## src/rtl/text_term_if.sv

```systemverilog
// Stream/tram bundle between a character source, text_term and the tram write port.
interface text_term_if #(
  parameter int WORD  = 32,
  parameter int ADDRW = 14,
  parameter int CIDXW = 4
);
  logic             clear;
  logic [CIDXW-1:0] colr_fg;
  logic [CIDXW-1:0] colr_bg;
  logic             ch_valid;
  logic [20:0]      ch_data;
  logic             ch_ready;
  logic             tram_we;
  logic [ADDRW-1:0] tram_addr;
  logic [WORD-1:0]  tram_wdata;
  logic [ADDRW-1:0] scroll_offs;
  logic [ADDRW-1:0] cur_x;
  logic [ADDRW-1:0] cur_y;
  logic             busy;

  modport master (
    output clear, colr_fg, colr_bg, ch_valid, ch_data,
    input  ch_ready, tram_we, tram_addr, tram_wdata, scroll_offs, cur_x, cur_y, busy
  );

  modport slave (
    input  clear, colr_fg, colr_bg, ch_valid, ch_data,
    output ch_ready, tram_we, tram_addr, tram_wdata, scroll_offs, cur_x, cur_y, busy
  );
endinterface

```

## src/rtl/text_term.sv

```systemverilog
// Terminal writer: turns a code-point stream into tram writes with cursor, wrap, ring scroll and clear.
// Printable chars write one cycle after handshake; a scroll stalls input for TRAM_HRES cycles.
module text_term #(
  parameter int WORD      = 32,
  parameter int ADDRW     = 14,
  parameter int CIDXW     = 4,
  parameter int TRAM_HRES = 84,
  parameter int TRAM_VRES = 24
) (
  input  logic        clk,
  input  logic        rst,
  text_term_if.slave  bus
);
  localparam logic [ADDRW-1:0] HRES      = ADDRW'(TRAM_HRES);
  localparam logic [ADDRW-1:0] XMAX      = ADDRW'(TRAM_HRES - 1);
  localparam logic [ADDRW-1:0] YMAX      = ADDRW'(TRAM_VRES - 1);
  localparam logic [ADDRW-1:0] LAST_ROW  = ADDRW'((TRAM_VRES - 1) * TRAM_HRES);
  localparam logic [ADDRW-1:0] LAST_CELL = ADDRW'(TRAM_HRES * TRAM_VRES - 1);

  typedef enum logic [1:0] {IDLE, CLR_ALL, CLR_LINE} state_t;

  state_t           state_q, state_d;
  logic [ADDRW-1:0] cur_x_q, cur_x_d, cur_y_q, cur_y_d;
  logic [ADDRW-1:0] row_base_q, row_base_d, scroll_q, scroll_d;
  logic [ADDRW-1:0] cnt_q, cnt_d, addr_q, addr_d;
  logic [WORD-1:0]  wdata_q, wdata_d;
  logic [CIDXW-1:0] fg_q, fg_d, bg_q, bg_d;
  logic             we_q, we_d, pend_q, pend_d;
  logic             hs, newline;

  function automatic logic [WORD-1:0] make_word(input logic [CIDXW-1:0] bg,
                                                input logic [CIDXW-1:0] fg,
                                                input logic [20:0]      ucp);
    logic [WORD-1:0] w;
    w = '0;
    w[WORD-1 -: CIDXW]       = bg;
    w[WORD-CIDXW-1 -: CIDXW] = fg;
    w[20:0]                  = ucp;
    return w;
  endfunction

  // Ring step: the last physical row wraps back to address 0.
  function automatic logic [ADDRW-1:0] next_row(input logic [ADDRW-1:0] a);
    return (a == LAST_ROW) ? '0 : a + HRES;
  endfunction

  assign bus.ch_ready    = (state_q == IDLE) && !pend_q && !bus.clear && !rst;
  assign hs              = bus.ch_valid && bus.ch_ready;
  assign bus.tram_we     = we_q;
  assign bus.tram_addr   = addr_q;
  assign bus.tram_wdata  = wdata_q;
  assign bus.scroll_offs = scroll_q;
  assign bus.cur_x       = cur_x_q;
  assign bus.cur_y       = cur_y_q;
  assign bus.busy        = (state_q == CLR_ALL);

  always_comb begin
    state_d    = state_q;
    cur_x_d    = cur_x_q;
    cur_y_d    = cur_y_q;
    row_base_d = row_base_q;
    scroll_d   = scroll_q;
    cnt_d      = cnt_q;
    addr_d     = addr_q;
    wdata_d    = wdata_q;
    fg_d       = fg_q;
    bg_d       = bg_q;
    we_d       = 1'b0;
    pend_d     = pend_q | bus.clear;
    newline    = 1'b0;
    case (state_q)
      IDLE: begin
        if (bus.clear || pend_q) begin
          state_d = CLR_ALL;
          cnt_d   = '0;
          fg_d    = bus.colr_fg;
          bg_d    = bus.colr_bg;
        end else if (hs) begin
          if (bus.ch_data >= 21'h20 && bus.ch_data != 21'h7F) begin
            we_d    = 1'b1;
            addr_d  = row_base_q + cur_x_q;
            wdata_d = make_word(bus.colr_bg, bus.colr_fg, bus.ch_data);
            if (cur_x_q == XMAX) begin
              cur_x_d = '0;
              newline = 1'b1;
            end else begin
              cur_x_d = cur_x_q + ADDRW'(1);
            end
          end else if (bus.ch_data == 21'h0A) begin
            cur_x_d = '0;
            newline = 1'b1;
          end else if (bus.ch_data == 21'h0D) begin
            cur_x_d = '0;
          end else if (bus.ch_data == 21'h08 && cur_x_q != '0) begin
            cur_x_d = cur_x_q - ADDRW'(1);
          end
          if (newline) begin
            row_base_d = next_row(row_base_q);
            if (cur_y_q != YMAX) begin
              cur_y_d = cur_y_q + ADDRW'(1);
            end else begin
              // Bottom row: scroll the window and blank the recycled row.
              scroll_d = next_row(scroll_q);
              state_d  = CLR_LINE;
              cnt_d    = '0;
              fg_d     = bus.colr_fg;
              bg_d     = bus.colr_bg;
            end
          end
        end
      end
      CLR_ALL: begin
        we_d    = 1'b1;
        addr_d  = cnt_q;
        wdata_d = make_word(bg_q, fg_q, 21'h20);
        cnt_d   = cnt_q + ADDRW'(1);
        if (cnt_q == LAST_CELL) begin
          state_d    = IDLE;
          scroll_d   = '0;
          row_base_d = '0;
          cur_x_d    = '0;
          cur_y_d    = '0;
          pend_d     = 1'b0;
        end
      end
      CLR_LINE: begin
        we_d    = 1'b1;
        addr_d  = row_base_q + cnt_q;
        wdata_d = make_word(bg_q, fg_q, 21'h20);
        cnt_d   = cnt_q + ADDRW'(1);
        if (cnt_q == XMAX) state_d = IDLE;
      end
      default: state_d = IDLE;
    endcase
  end

  always_ff @(posedge clk) begin
    if (rst) begin
      state_q    <= IDLE;
      cur_x_q    <= '0;
      cur_y_q    <= '0;
      row_base_q <= '0;
      scroll_q   <= '0;
      cnt_q      <= '0;
      addr_q     <= '0;
      wdata_q    <= '0;
      fg_q       <= '0;
      bg_q       <= '0;
      we_q       <= 1'b0;
      pend_q     <= 1'b0;
    end else begin
      state_q    <= state_d;
      cur_x_q    <= cur_x_d;
      cur_y_q    <= cur_y_d;
      row_base_q <= row_base_d;
      scroll_q   <= scroll_d;
      cnt_q      <= cnt_d;
      addr_q     <= addr_d;
      wdata_q    <= wdata_d;
      fg_q       <= fg_d;
      bg_q       <= bg_d;
      we_q       <= we_d;
      pend_q     <= pend_d;
    end
  end
endmodule

```

## src/flat_wrapper.sv

```systemverilog
// flat-port wrapper written by rule: the top's interface ports become plain ports
module text_term_flat 
#(
  parameter int WORD      = 32,
  parameter int ADDRW     = 14,
  parameter int CIDXW     = 4,
  parameter int TRAM_HRES = 84,
  parameter int TRAM_VRES = 24
)
  (clk, rst, bus_clear, bus_colr_fg, bus_colr_bg, bus_ch_valid, bus_ch_data, bus_ch_ready, bus_tram_we, bus_tram_addr, bus_tram_wdata, bus_scroll_offs, bus_cur_x, bus_cur_y, bus_busy);
  text_term_if #(.WORD(WORD), .ADDRW(ADDRW), .CIDXW(CIDXW)) bus_i ();
  input  logic clk;
  input  logic rst;
  input wire logic [$bits(bus_i.clear)-1:0] bus_clear;
  input wire logic [$bits(bus_i.colr_fg)-1:0] bus_colr_fg;
  input wire logic [$bits(bus_i.colr_bg)-1:0] bus_colr_bg;
  input wire logic [$bits(bus_i.ch_valid)-1:0] bus_ch_valid;
  input wire logic [$bits(bus_i.ch_data)-1:0] bus_ch_data;
  output wire logic [$bits(bus_i.ch_ready)-1:0] bus_ch_ready;
  output wire logic [$bits(bus_i.tram_we)-1:0] bus_tram_we;
  output wire logic [$bits(bus_i.tram_addr)-1:0] bus_tram_addr;
  output wire logic [$bits(bus_i.tram_wdata)-1:0] bus_tram_wdata;
  output wire logic [$bits(bus_i.scroll_offs)-1:0] bus_scroll_offs;
  output wire logic [$bits(bus_i.cur_x)-1:0] bus_cur_x;
  output wire logic [$bits(bus_i.cur_y)-1:0] bus_cur_y;
  output wire logic [$bits(bus_i.busy)-1:0] bus_busy;
  assign bus_i.clear = bus_clear;
  assign bus_i.colr_fg = bus_colr_fg;
  assign bus_i.colr_bg = bus_colr_bg;
  assign bus_i.ch_valid = bus_ch_valid;
  assign bus_i.ch_data = bus_ch_data;
  assign bus_ch_ready = bus_i.ch_ready;
  assign bus_tram_we = bus_i.tram_we;
  assign bus_tram_addr = bus_i.tram_addr;
  assign bus_tram_wdata = bus_i.tram_wdata;
  assign bus_scroll_offs = bus_i.scroll_offs;
  assign bus_cur_x = bus_i.cur_x;
  assign bus_cur_y = bus_i.cur_y;
  assign bus_busy = bus_i.busy;
  text_term #(.WORD(WORD), .ADDRW(ADDRW), .CIDXW(CIDXW), .TRAM_HRES(TRAM_HRES), .TRAM_VRES(TRAM_VRES)) u_core (.clk(clk), .rst(rst), .bus(bus_i));
endmodule
```

## config.mk

```make
export PLATFORM = sky130hd
export DESIGN_NAME = text_term_flat
export DESIGN_NICKNAME = d
export VERILOG_FILES = /design/src/rtl/text_term_if.sv /design/src/rtl/text_term.sv /design/src/flat_wrapper.sv
export SDC_FILE = /design/constraint.sdc
export NUM_CORES = 1
export LEC_CHECK = 0
export CAP_MARGIN = 25
export CORE_MARGIN = 4
export CORE_UTILIZATION = 33
export DETAILED_ROUTE_END_ITERATION = 16
export DONT_BUFFER_PORTS = 1
export PLACE_DENSITY_LB_ADDON = 0.3
export SKIP_CTS_REPAIR_TIMING = 1
export SYNTH_ARGS = -nofsm -noshare
export SYNTH_HDL_FRONTEND = slang
export SYNTH_SLANG_ARGS = --single-unit
```

## constraint.sdc

```tcl
create_clock -name clk -period 9.1 [get_ports clk]
set_input_delay 1.365 -clock clk [delete_from_list [all_inputs] [get_ports clk]]
set_output_delay 1.365 -clock clk [all_outputs]
set_load 0.1 [all_outputs]
```

Word-level counts from Yosys, hierarchy flattened

Cells that the tools add are included.

Register bits after elaboration: 128
Logic and storage cells: 139
Output and inout bits: 91
Input bits: 33

Mux-type cells: 65
Order comparisons: 1
Equality and inequality tests: 25
Reductions and logical operators: 27
Add/sub/neg operators: 8
Bitwise operators: 1

Operator list:

| operator                | number |
|---|---|
| $mux W14                | 28 |
| $pmux W14 S2            | 5 |
| $mux W32                | 3 |
| $pmux W32 S2            | 1 |
| $eq A21 B4 Y1 const B   | 3 |
| $add A14 B1 Y14 const B | 3 |
| $eq A14 B11 Y1 const B  | 3 |
| $pmux W14 S3            | 1 |
| $mux W4                 | 8 |
| $add A14 B14 Y14        | 2 |
| $add A14 B7 Y14 const B | 2 |
| $eq A14 B7 Y1 const B   | 2 |
| $ge A21 B6 Y1 const B   | 1 |
| $ne A21 B7 Y1 const B   | 1 |
| $reduce_and A4 Y1       | 4 |
| $reduce_and A5 Y1       | 3 |
| $ne A14 B5 Y1 const B   | 1 |
| $reduce_bool A14 Y1     | 1 |
| $sub A14 B1 Y14 const B | 1 |
| $mux W2                 | 6 |
| $reduce_and A6 Y1       | 2 |
| $mux W1                 | 11 |
| $ne A2 B2 Y1 const B    | 5 |
| $ne A2 B1 Y1 const B    | 4 |
| 15 further kinds        | 26 |

Longest topological paths before layout

Gate-level depths: netlist (run 1).

Depth after elaboration: 12
Mapped depth: 13
Depth with buffers taken out: 11

Worst setup path before layout (run 1)

OpenSTA, ideal clock, no wires.

Path type: input to register
Start: in rst
End: reg u_core.scroll_q[5], in the netlist u_core.bus.scroll_offs[5]
Slack: 2.547 ns
Arrival: 6.483 ns
Library setup time: 0.070 ns
Stages: 9
Buffers on the path: 2
Path through: buf_6 -> nor4b_1 -> nand2_1 -> o21ai_0 -> nand2_1 -> a211o_1 -> buf_6 -> or4b_1 -> a21oi_1

Longest elaborated chain between the ends: 5

Ends and longest elaborated chain:

| element                            | line               | text |
|---|---|---|
| start: declaration                 | flat_wrapper.sv:13 | `input logic rst;` |
| $logic_not A1 Y1                   | text_term.sv:47    | `assign bus.ch_ready = (state_q == IDLE) && !pend_q && !bus.clear && !rst;` |
| $logic_and A1 B1 Y1                | text_term.sv:47    |  |
| net bus_ch_ready                   | flat_wrapper.sv:19 | `output wire logic [$bits(bus_i.ch_ready)-1:0] bus_ch_ready;` |
| $logic_and A1 B1 Y1                | text_term.sv:48    | `assign hs = bus.ch_valid && bus.ch_ready;` |
| $ne A2 B1 Y1 (no source line)      | n/a                |  |
| $reduce_and A6 Y1 (no source line) | n/a                |  |
| end signal: assignment             | text_term.sv:156   | `scroll_q <= scroll_d;` |
| end: declaration                   | text_term.sv:24    | `logic [ADDRW-1:0] row_base_q, row_base_d, scroll_q, scroll_d;` |

The timed path passes the listed nets, and every way through them passes these cells.
A chain may end at the register's enable or synchronous reset.

Worst setup path after layout (run 1)

Start: reg u_core.state_q[1]
End: reg u_core.scroll_q[12], in the netlist u_core.bus.scroll_offs[12]

Longest elaborated chain between the ends: 7
Elaborated cells on any way between the ends: 14

Ends and longest elaborated chain:

| element                            | line                             | text |
|---|---|---|
| start: declaration                 | text_term.sv:22                  | `state_t state_q, state_d;` |
| start signal: assignment           | text_term.sv:152                 | `state_q <= state_d;` |
| $logic_not A2 Y1                   | text_term.sv:47, text_term.sv:71 |  |
| $logic_and A1 B1 Y1 (3 in series)  | text_term.sv:47                  |  |
| $logic_and A1 B1 Y1                | text_term.sv:48                  |  |
| $ne A2 B1 Y1 (no source line)      | n/a                              |  |
| $reduce_and A6 Y1 (no source line) | n/a                              |  |

Parallel ways exist; a longest one is shown, timed or not.

==> impl_metrics.toml, run 1 <==
[cells_and_area]
drive_above_1_share_pct = 11.64
stdcell_count = 1090
layout_common_cells = "121 x dfxtp_1, 106 x nor2_1, 45 x a21oi_1, 43 x nand2_1, 40 x o21ai_0"
synthToLayoutAreaGrowth_pct = 16.14
num_antenna_cells = 0
nNetsFinal = 867
final_common_cell = "dfxtp_1"

[global_routing]
grt_pass1_vias = 5829
grt_max_degree = 101
grt_antenna_before_repair = 0
grt_pass1_wl_mm = 31.38
grt_usage_pct = 17.50
grt_remaining_overflow = 0

[setup_path]
cp-startpoint = "u_core.state_q[1]"
cpPeakStageDelay_ns = 0.64
slowest_stage = "clkinv_1"
path_cells = "inv_1 -> ha_2 -> clkinv_1 -> o21ai_0 -> nand2_1 -> a211o_1 -> or4_1 -> a21oi_1"
crit_path_start_kind = "flop"
reg2reg_from = "u_core.state_q[1]"
crit_type = "reg -> reg"
arrival_ns = 4.33
endpoint_kind = "flop"
cp.required_ns = 9.44
rr_endpoint = "u_core.bus.scroll_offs[12]"
timing.critical_path.buf_inv = 2
timing.reg2reg.worst_path_depth = 8
worstPathMaxFanout = 24
path_delay_family = "compound AO/OA/AOI/OAI gates"
ff2ff_setup_slack_ns = 5.11

[floorplan]
ios = 124
dieArea_mm2 = 0.02274
rows = 51
initial_core_util_pct = 34.02
coreArea_mm2 = 0.01978
die_h_um = 150.8
die_w_um = 150.8

[logic_synthesis]
yosys.area_share.adder_pct = 4.091
yosys_warnings = 0
muxShareOfSynthArea_pct = 5.690
async_flop_share_pct = 0
synth_compound_area_share_pct = 21.20
yosysSeqAreaShare_pct = 36.00
yosys_most_used_dff = "dfxtp_1"
yosys.area_share.simple_pct = 24.15
ys_seq_elements = 121
synthesis.area_mm2 = 0.006729
synth_area_per_cell_um2 = 8.338
synth_top_family_by_area = "simple AND/OR/NAND/NOR gates"
synth_edf_count = 0
syn_inst = 807
synth-xor-area-share_pct = 3.775
yosysUniqueCellTypes = 77

[clock_network]
clk_latency_ns = 0.42
cts_root_buf = "clkbuf_16"
clk_pin_slew_ns = 0.06
tritoncts = "built"
h-tree-depth = 4
cts_num_sinks = 121
cts_buffers = 17
max-clock-path-buffers = 2

[timing]
period_needed_ns = 3.988
fin_crit_sh_pct = 43.83
relSlewSlack_pct = 26.61
clock_skew_ns = 0.01146
rsz0062_at_grt = "false"
max_freq_ghz = 0.2507
finalHoldViolCount = 0
setup_viol = 0
finalSetupTns_ns = 0
drv_slew = 0
worst_slew_pin_slew_ns = 1.099

[drt]
first_iter_violations = 491
drc = 0
wire_per_inst_um = 18.27
via_per_inst = 5.571
drt_wl_total_mm = 19.92
dr.pass1.iters = 5
vias = 6072
antenna_left = 0

[job]
maxCapViolCount = 0

[power]
vdd_drop_max_mv = 0.1013
totalPowerFinal_w = 0.001526
p_per_area_mw_per_mm2 = 195.2
leakage_nw = 2.753

[worst_hold_path]
worstHoldPathType = "reg -> reg"
hold_start = "u_core.fg_q[1]"
min_path_cells = 2
hold_end = "u_core.fg_q[1]"

[placement]
place_congestion = 0.8252
dp_hpwl_mm = 14.22
placedCellCount = 1053
io_buffers = 0

[status]
outcome = "finished clean"
[power breakdown]
| part | leakage (nW) | switching, W | internal [W] | total [W] |
|---|---|---|---|---|
| combinational | 1.49 | 0.000116 | 0.0000524 | 0.000168 |
| clock | 0.286 | 0.000248 | 0.000439 | 0.000687 |
| sequential | 0.981 | 0.000120 | 0.000551 | 0.000671 |
[layer usage]
metal | vias to the layer above | wire length, um | track usage, %
li1 | 2993 | - | -
met1 | 2811 | 8888 | 22.73
met2 | 243 | 8641 | 26.23
met3 | 25 | 2051 | 7.451
met4 | 0 | 335 | 5.712
met5 | - | 0 | 0
[flip-flops by register name, summed over array words and instances, names as in the netlist]
register	count
u_core.pend_q	1
u_core.state_q	2
u_core.bus.tram_wdata	29
u_core.bus.scroll_offs	12
u_core.bus.cur_x	14
u_core.bus.tram_we	1
u_core.fg_q	4
u_core.bus.cur_y	14
u_core.cnt_q	14
u_core.row_base_q	12
u_core.bus.tram_addr	14
u_core.bg_q	4
[stage by stage]
stage / util, % / hold WS [ns] / cell area (um2) / setup WS [ns]
after global routing: 39.51 / 0.5291 / 7815 / 4.911
after detailed placement: 36.05 / 0.4846 / 7131 / 4.984
after floorplan: - / 0.4601 / 6744 / 2.547
after global placement: 35.49 / 0.4730 / 7020 / 5.052
final: 39.51 / 0.4933 / 7815 / 5.112
after CTS: 39.13 / 0.4994 / 7741 / 5.118
[cell type report]
| cell class | count | area [um2] |
|---|---|---|
| fill | 2030 | 11970 |
| multi-input combinational | 614 | 3991 |
| sequential | 121 | 2422 |
| clock buffer | 22 | 494.2 |
| timing repair buffer | 32 | 361.6 |
| tap | 265 | 331.6 |
| clock inverter | 10 | 116.4 |
| inverter | 26 | 97.59 |
[logic make-up (layout without fill, tap and decap cells)]
group	Yosys count	count (layout)
buf+inv	76	90
fa+ha+maj	22	22
mux	37	37
flops	121	121
compound gates	208	208
other cells	1	5
xor+xnor	29	29
simple gates	313	313
[worst register-to-register path: cells and delay by family, from the launching register on]
family | cells | cell delay (ns)
and+or+nand+nor | 2 | 0.95
adders and majority gates | 1 | 0.63
buffers and inverters | 2 | 0.74
AOI/OAI and AO/OA | 3 | 1.26
DFF | 1 | 0.34
[synthesized netlist by cell type, types with 13 or more instances]
cell,number,share of area [%]
dfxtp_1,121,36
nor3_1,30,2.2
clkbuf_1,37,2.1
mux2i_1,27,4.0
ha_1,22,4.1
a22oi_1,22,2.5
xnor2_1,25,3.3
nand3_1,22,1.6
a21oi_1,45,3.3
o21ai_0,40,3.0
nor4_1,21,2.0
a211oi_1,24,2.7
inv_1,25,1.4
nor2_1,106,5.9
and3_1,13,1.2
nand2_1,43,2.4
[worst max path at each step]
stage          slack, ns  depth (start not counted)                         end
2_1_floorplan       2.55                          9   u_core.bus.scroll_offs[5]
3_3_place_gp        5.05                          7   u_core.bus.scroll_offs[5]
3_5_place_dp        4.98                          7  u_core.bus.scroll_offs[10]
4_1_cts             5.12                          8  u_core.bus.scroll_offs[12]
5_1_grt             4.91                          8   u_core.bus.scroll_offs[5]
6_report            5.11                          8  u_core.bus.scroll_offs[12]
Note: power is estimated with default switching activity, not from simulation.
==> run 2, diff against run 1 <==
==> constraint.sdc (replaced) <==
create_clock -name clk -period 3.9 [get_ports clk]
set_input_delay 0.585 -clock clk [delete_from_list [all_inputs] [get_ports clk]]
set_output_delay 0.585 -clock clk [all_outputs]
set_load 0.1 [all_outputs]
==> impl_metrics.toml, run 2 (synthesis gave the netlist of run 1 again) <==
[status]
outcome = "finished clean"

[setup_path]
cpPeakStageDelay_ns = 0.37
arrival_ns = 3.53
cp.required_ns = 4.19
worstPathMaxFanout = 10
rr_endpoint = "u_core.bus.tram_addr[12]"
endpoint_kind = "flop"
reg2reg_from = "u_core.state_q[0]"
path_delay_family = "compound AO/OA/AOI/OAI gates"
timing.critical_path.buf_inv = 2
slowest_stage = "o21ai_0"
path_cells = "inv_1 -> ha_1 -> buf_4 -> mux2_2 -> ha_1 -> o21ai_0 -> o21ai_0 -> nand3_1 -> nand3b_1 -> a21oi_1 -> xor2_1 -> a2111oi_0"
crit_path_start_kind = "flop"
timing.reg2reg.worst_path_depth = 12
crit_cells = 12
crit_type = "reg -> reg"
ff2ff_setup_slack_ns = 0.66

[global_routing]
grt_remaining_overflow = 0
grtUsageMet2_pct = 27.04
grt_pass1_wl_mm = 31.71
grt_antenna_before_repair = 0
grt_usage_pct = 17.64
grt-busiest-layer = "met2"
use_met3_pct = 7.421
grt_max_degree = 101
grt_pass1_vias = 5867
met1_usage_pct = 22.82

[cells_and_area]
drive_above_1_share_pct = 13.42
postLayoutCoreUtil_pct = 39.64
num_antenna_cells = 0
largest_register_ffs = 29
final_common_cell = "dfxtp_1"
synthToLayoutAreaGrowth_pct = 16.53
stdcell_area_mm2 = 0.007841
layout_common_cells = "121 x dfxtp_1, 106 x nor2_1, 45 x a21oi_1, 45 x buf_4, 43 x nand2_1"
nNetsFinal = 885

[timing]
setup_viol = 0
worst_slew_pin_slew_ns = 1.083
finalHoldViolCount = 0
period_needed_ns = 3.239
finalSetupTns_ns = 0
max_freq_ghz = 0.3087
worst_slack_ns = 0.6606
fin_crit_sh_pct = 83.06
holdWs_ns = 0.2604
rsz0062_at_grt = "false"
clock_skew_ns = 0.007812
relSlewSlack_pct = 27.70
drv_slew = 0

[floorplan]
rows = 51
ios = 124
die_w_um = 150.8
coreArea_mm2 = 0.01978
dieArea_mm2 = 0.02274
initial_core_util_pct = 34.02
die_h_um = 150.8

[clock_network]
cts_num_sinks = 121
max-clock-path-buffers = 2
h-tree-depth = 4
cts_root_buf = "clkbuf_16"
cts_buffers = 17
tritoncts = "built"
clk_pin_slew_ns = 0.06
clk_latency_ns = 0.42

[drt]
via_per_inst = 5.509
first_iter_violations = 370
drt_wl_total_mm = 19.89
antenna_left = 0
drc = 0
dr.pass1.iters = 5
wire_per_inst_um = 17.97
vias = 6099

[power]
p_per_area_mw_per_mm2 = 443.8
p_sw_w = 0.001122
internal_power_w = 0.002358
vdd_drop_max_mv = 0.3488
leakage_nw = 2.820
combPwrFrac_pct = 11.1
clkPwrFrac_pct = 43.9
p_sw_share_pct = 32.24
seq_power_share_pct = 45.0

[worst_hold_path]
min_path_cells = 1
hold_end = "u_core.cnt_q[8]"
worstHoldPathType = "in -> reg"
hold_start = "rst"

[placement]
dp_hpwl_mm = 14.34
place_congestion = 0.8281
dpl-instance-area_mm2 = 0.007189
io_buffers = 0
dp_slack_ns = 0.6651

[job]
maxCapViolCount = 0
==> run 2: worst reg2reg max path: stages (launching register included) <==
cell and delay, ns:
dfxtp_1 0.33, inv_1 0.11, ha_1 0.36, buf_4 0.23, mux2_2 0.35, ha_1 0.29, o21ai_0 0.13, o21ai_0 0.37
nand3_1 0.21, nand3b_1 0.17, a21oi_1 0.09, xor2_1 0.14, a2111oi_0 0.34
==> run 2: layout make-up <==
| cell class | count | area, um2 |
|---|---|---|
| clock buffer | 19 | 442.9 |
| sequential | 121 | 2422 |
| timing repair buffer | 50 | 419.2 |
| inverter | 26 | 97.59 |
| multi-input combinational | 614 | 4000 |
| fill | 2058 | 11940 |
| tap | 265 | 331.6 |
| clock inverter | 12 | 127.6 |
==> run 2: stage by stage <==
step	power, W	instances
5_1_grt	0.003632	1107
3_5_place_dp	0.001980	1071
6_report	0.003480	1107
3_3_place_gp	0.001978	1071
2_1_floorplan	0.001900	811
4_1_cts	0.003530	1102
==> run 2: worst max path at each step <==
stage | slack (ns) | start | end
floorplan | 0.41 | rst | u_core.bus.scroll_offs[5]
global placement | 0.81 | u_core.state_q[0] | u_core.bus.tram_addr[12]
detailed placement | 0.67 | u_core.state_q[0] | u_core.bus.tram_addr[12]
CTS | 0.68 | u_core.state_q[0] | u_core.bus.tram_addr[12]
global route | 0.36 | u_core.state_q[0] | u_core.bus.tram_addr[12]
finish | 0.66 | u_core.state_q[0] | u_core.bus.tram_addr[12]
==> run 2: power groups by stage <==
stage	Clock (W)	Combinational [W]	Sequential, W
5_1_grt	0.00163	0.000431	0.00157
3_5_place_dp	0	0.000388	0.00159
3_3_place_gp	0	0.000385	0.00159
2_1_floorplan	0	0.000312	0.00159
4_1_cts	0.00157	0.000389	0.00157
6_report	0.00153	0.000388	0.00157
==> run 2: layer usage <==
metal	part of all wire, %	up-vias
met5	0	-
met3	10	20
met2	44	230
met4	1.3	0
met1	44	2826
li1	-	3023
==> run 3, diff against run 2 <==
==> constraint.sdc (replaced) <==
create_clock -name clk -period 3.3 [get_ports clk]
set_input_delay 0.495 -clock clk [delete_from_list [all_inputs] [get_ports clk]]
set_output_delay 0.495 -clock clk [all_outputs]
set_load 0.1 [all_outputs]
==> impl_metrics.toml, run 3 (synthesis gave the netlist of run 1 again) <==
[status]
outcome = "finished clean"

[placement]
io_buffers = 0
placedCellCount = 1089
place_congestion = 0.8594
dp_slack_ns = 0.2362
dp_hpwl_mm = 14.50

[drt]
wl_met1_mm = 8.997
top_layer = "met4"
wire_per_inst_um = 17.79
drt_wl_total_mm = 19.95
wl_met2_mm = 8.782
wl_met3_mm = 1.858
dr.pass1.iters = 6
drc = 0
first_iter_violations = 425
vias = 6210
antenna_left = 0
via_per_inst = 5.540

[setup_path]
endpoint_kind = "flop"
ff2ff_setup_slack_ns = 0.18
reg2reg_from = "u_core.state_q[0]"
worstPathMaxFanout = 9
crit_type = "reg -> reg"
cp.required_ns = 3.60
arrival_ns = 3.42
timing.reg2reg.worst_path_depth = 11
crit_path_start_kind = "flop"
rr_endpoint = "u_core.bus.tram_addr[12]"

[floorplan]
die_w_um = 150.8
ios = 124
initial_core_util_pct = 34.02
die_h_um = 150.8
dieArea_mm2 = 0.02274
rows = 51
coreArea_mm2 = 0.01978

[timing]
finalSetupTns_ns = 0
period_needed_ns = 3.121
worst_slew_pin_slew_ns = 1.034
worst_slack_ns = 0.1795
rsz0062_at_grt = "false"
finalHoldViolCount = 0
max_freq_ghz = 0.3205
clock_skew_ns = 0.006236
setup_viol = 0
fin_crit_sh_pct = 94.56
drv_slew = 0
relSlewSlack_pct = 30.94

[power]
vdd_drop_max_mv = 0.3324
leakage_nw = 2.903
p_per_area_mw_per_mm2 = 537.0

[cells_and_area]
multi_input_area_mm2 = 0.004006
nNetsFinal = 898
layout_common_cells = "121 x dfxtp_1, 106 x nor2_1, 63 x buf_4, 45 x a21oi_1, 42 x nand2_1"
final_common_cell = "dfxtp_1"
num_antenna_cells = 0
largest_register_ffs = 29
register_area_mm2 = 0.002422
drive_above_1_share_pct = 15.30
fillers = 2014
synthToLayoutAreaGrowth_pct = 18.22
stdcell_count = 1121

[worst_hold_path]
worstHoldPathType = "in -> reg"
hold_end = "u_core.cnt_q[11]"
hold_start = "rst"
min_path_cells = 1

[clock_network]
tritoncts = "built"
clk_latency_ns = 0.41
clk_pin_slew_ns = 0.06
h-tree-depth = 4
cts_root_buf = "clkbuf_16"
cts_num_sinks = 121
max-clock-path-buffers = 2
cts_buffers = 17

[global_routing]
grt_pass1_vias = 5804
grt_pass1_wl_mm = 31.45
grt_antenna_before_repair = 0
grt_max_degree = 101
grt_remaining_overflow = 0
grt_usage_pct = 17.47

[job]
maxCapViolCount = 0
-- run 3: cell count changes in the layout (fill, tap and decap cells not counted), moves of 2 or more --
cell and change:
buf_6 -2, buf_4 +18, clkbuf_1 -2, buf_16 -2, clkbuf_8 +3
-- run 3: layer usage --
| metal | up-vias | GRT usage (%) |
|---|---|---|
| met5 | - | 0 |
| li1 | 3066 | - |
| met1 | 2906 | 23.20 |
| met3 | 19 | 6.942 |
| met4 | 0 | 4.850 |
| met2 | 219 | 26.37 |
-- run 3: per-stage QoR --
stage                     utilization, %  total power, W  area (um2)  hold WS [ns]
after floorplan                        -        0.002249        6769        0.4601
after global placement             37.06        0.002353        7331        0.4734
after detailed placement           37.06        0.002356        7331        0.4832
after CTS                          40.22        0.004326        7955        0.1430
after global routing               40.22        0.004453        7955        0.1370
final                              40.22        0.004272        7955        0.1665
-- run 3: power breakdown --
group | internal [W] | switching [W]
clock network | 0.00126 | 0.000681
registers | 0.00152 | 0.000329
logic | 0.000157 | 0.000321
-- run 3: worst max-delay path: stages (launching register included) --
cell,delay (ns)
dfxtp_1,0.33
inv_1,0.10
ha_1,0.36
mux2_2,0.39
ha_1,0.32
a211oi_1,0.35
o21ai_0,0.24
nand3_1,0.17
nand3b_1,0.13
a21oi_1,0.20
xor2_1,0.08
a2111oi_0,0.33
-- run 3: worst max-delay path by stage --
stage / from / end / slack [ns] / cells after the start
after floorplan: rst / u_core.bus.scroll_offs[5] / -0.04 / 9
after global placement: u_core.state_q[0] / u_core.bus.tram_addr[12] / 0.31 / 11
after detailed placement: u_core.state_q[0] / u_core.bus.tram_addr[12] / 0.24 / 11
after CTS: u_core.state_q[0] / u_core.bus.tram_addr[12] / 0.20 / 11
after global routing: u_core.state_q[0] / u_core.bus.tram_addr[12] / 0.009 / 11
final: u_core.state_q[0] / u_core.bus.tram_addr[12] / 0.18 / 11
-- run 3: final cells by class --
cell class | count | area share, %
Multi-Input combinational cell | 614 | 50.36
Sequential cell | 121 | 30.45
Clock buffer | 21 | 6.040
Timing Repair Buffer | 63 | 5.945
Tap cell | 265 | 4.168
Clock inverter | 11 | 1.809
Inverter | 26 | 1.227
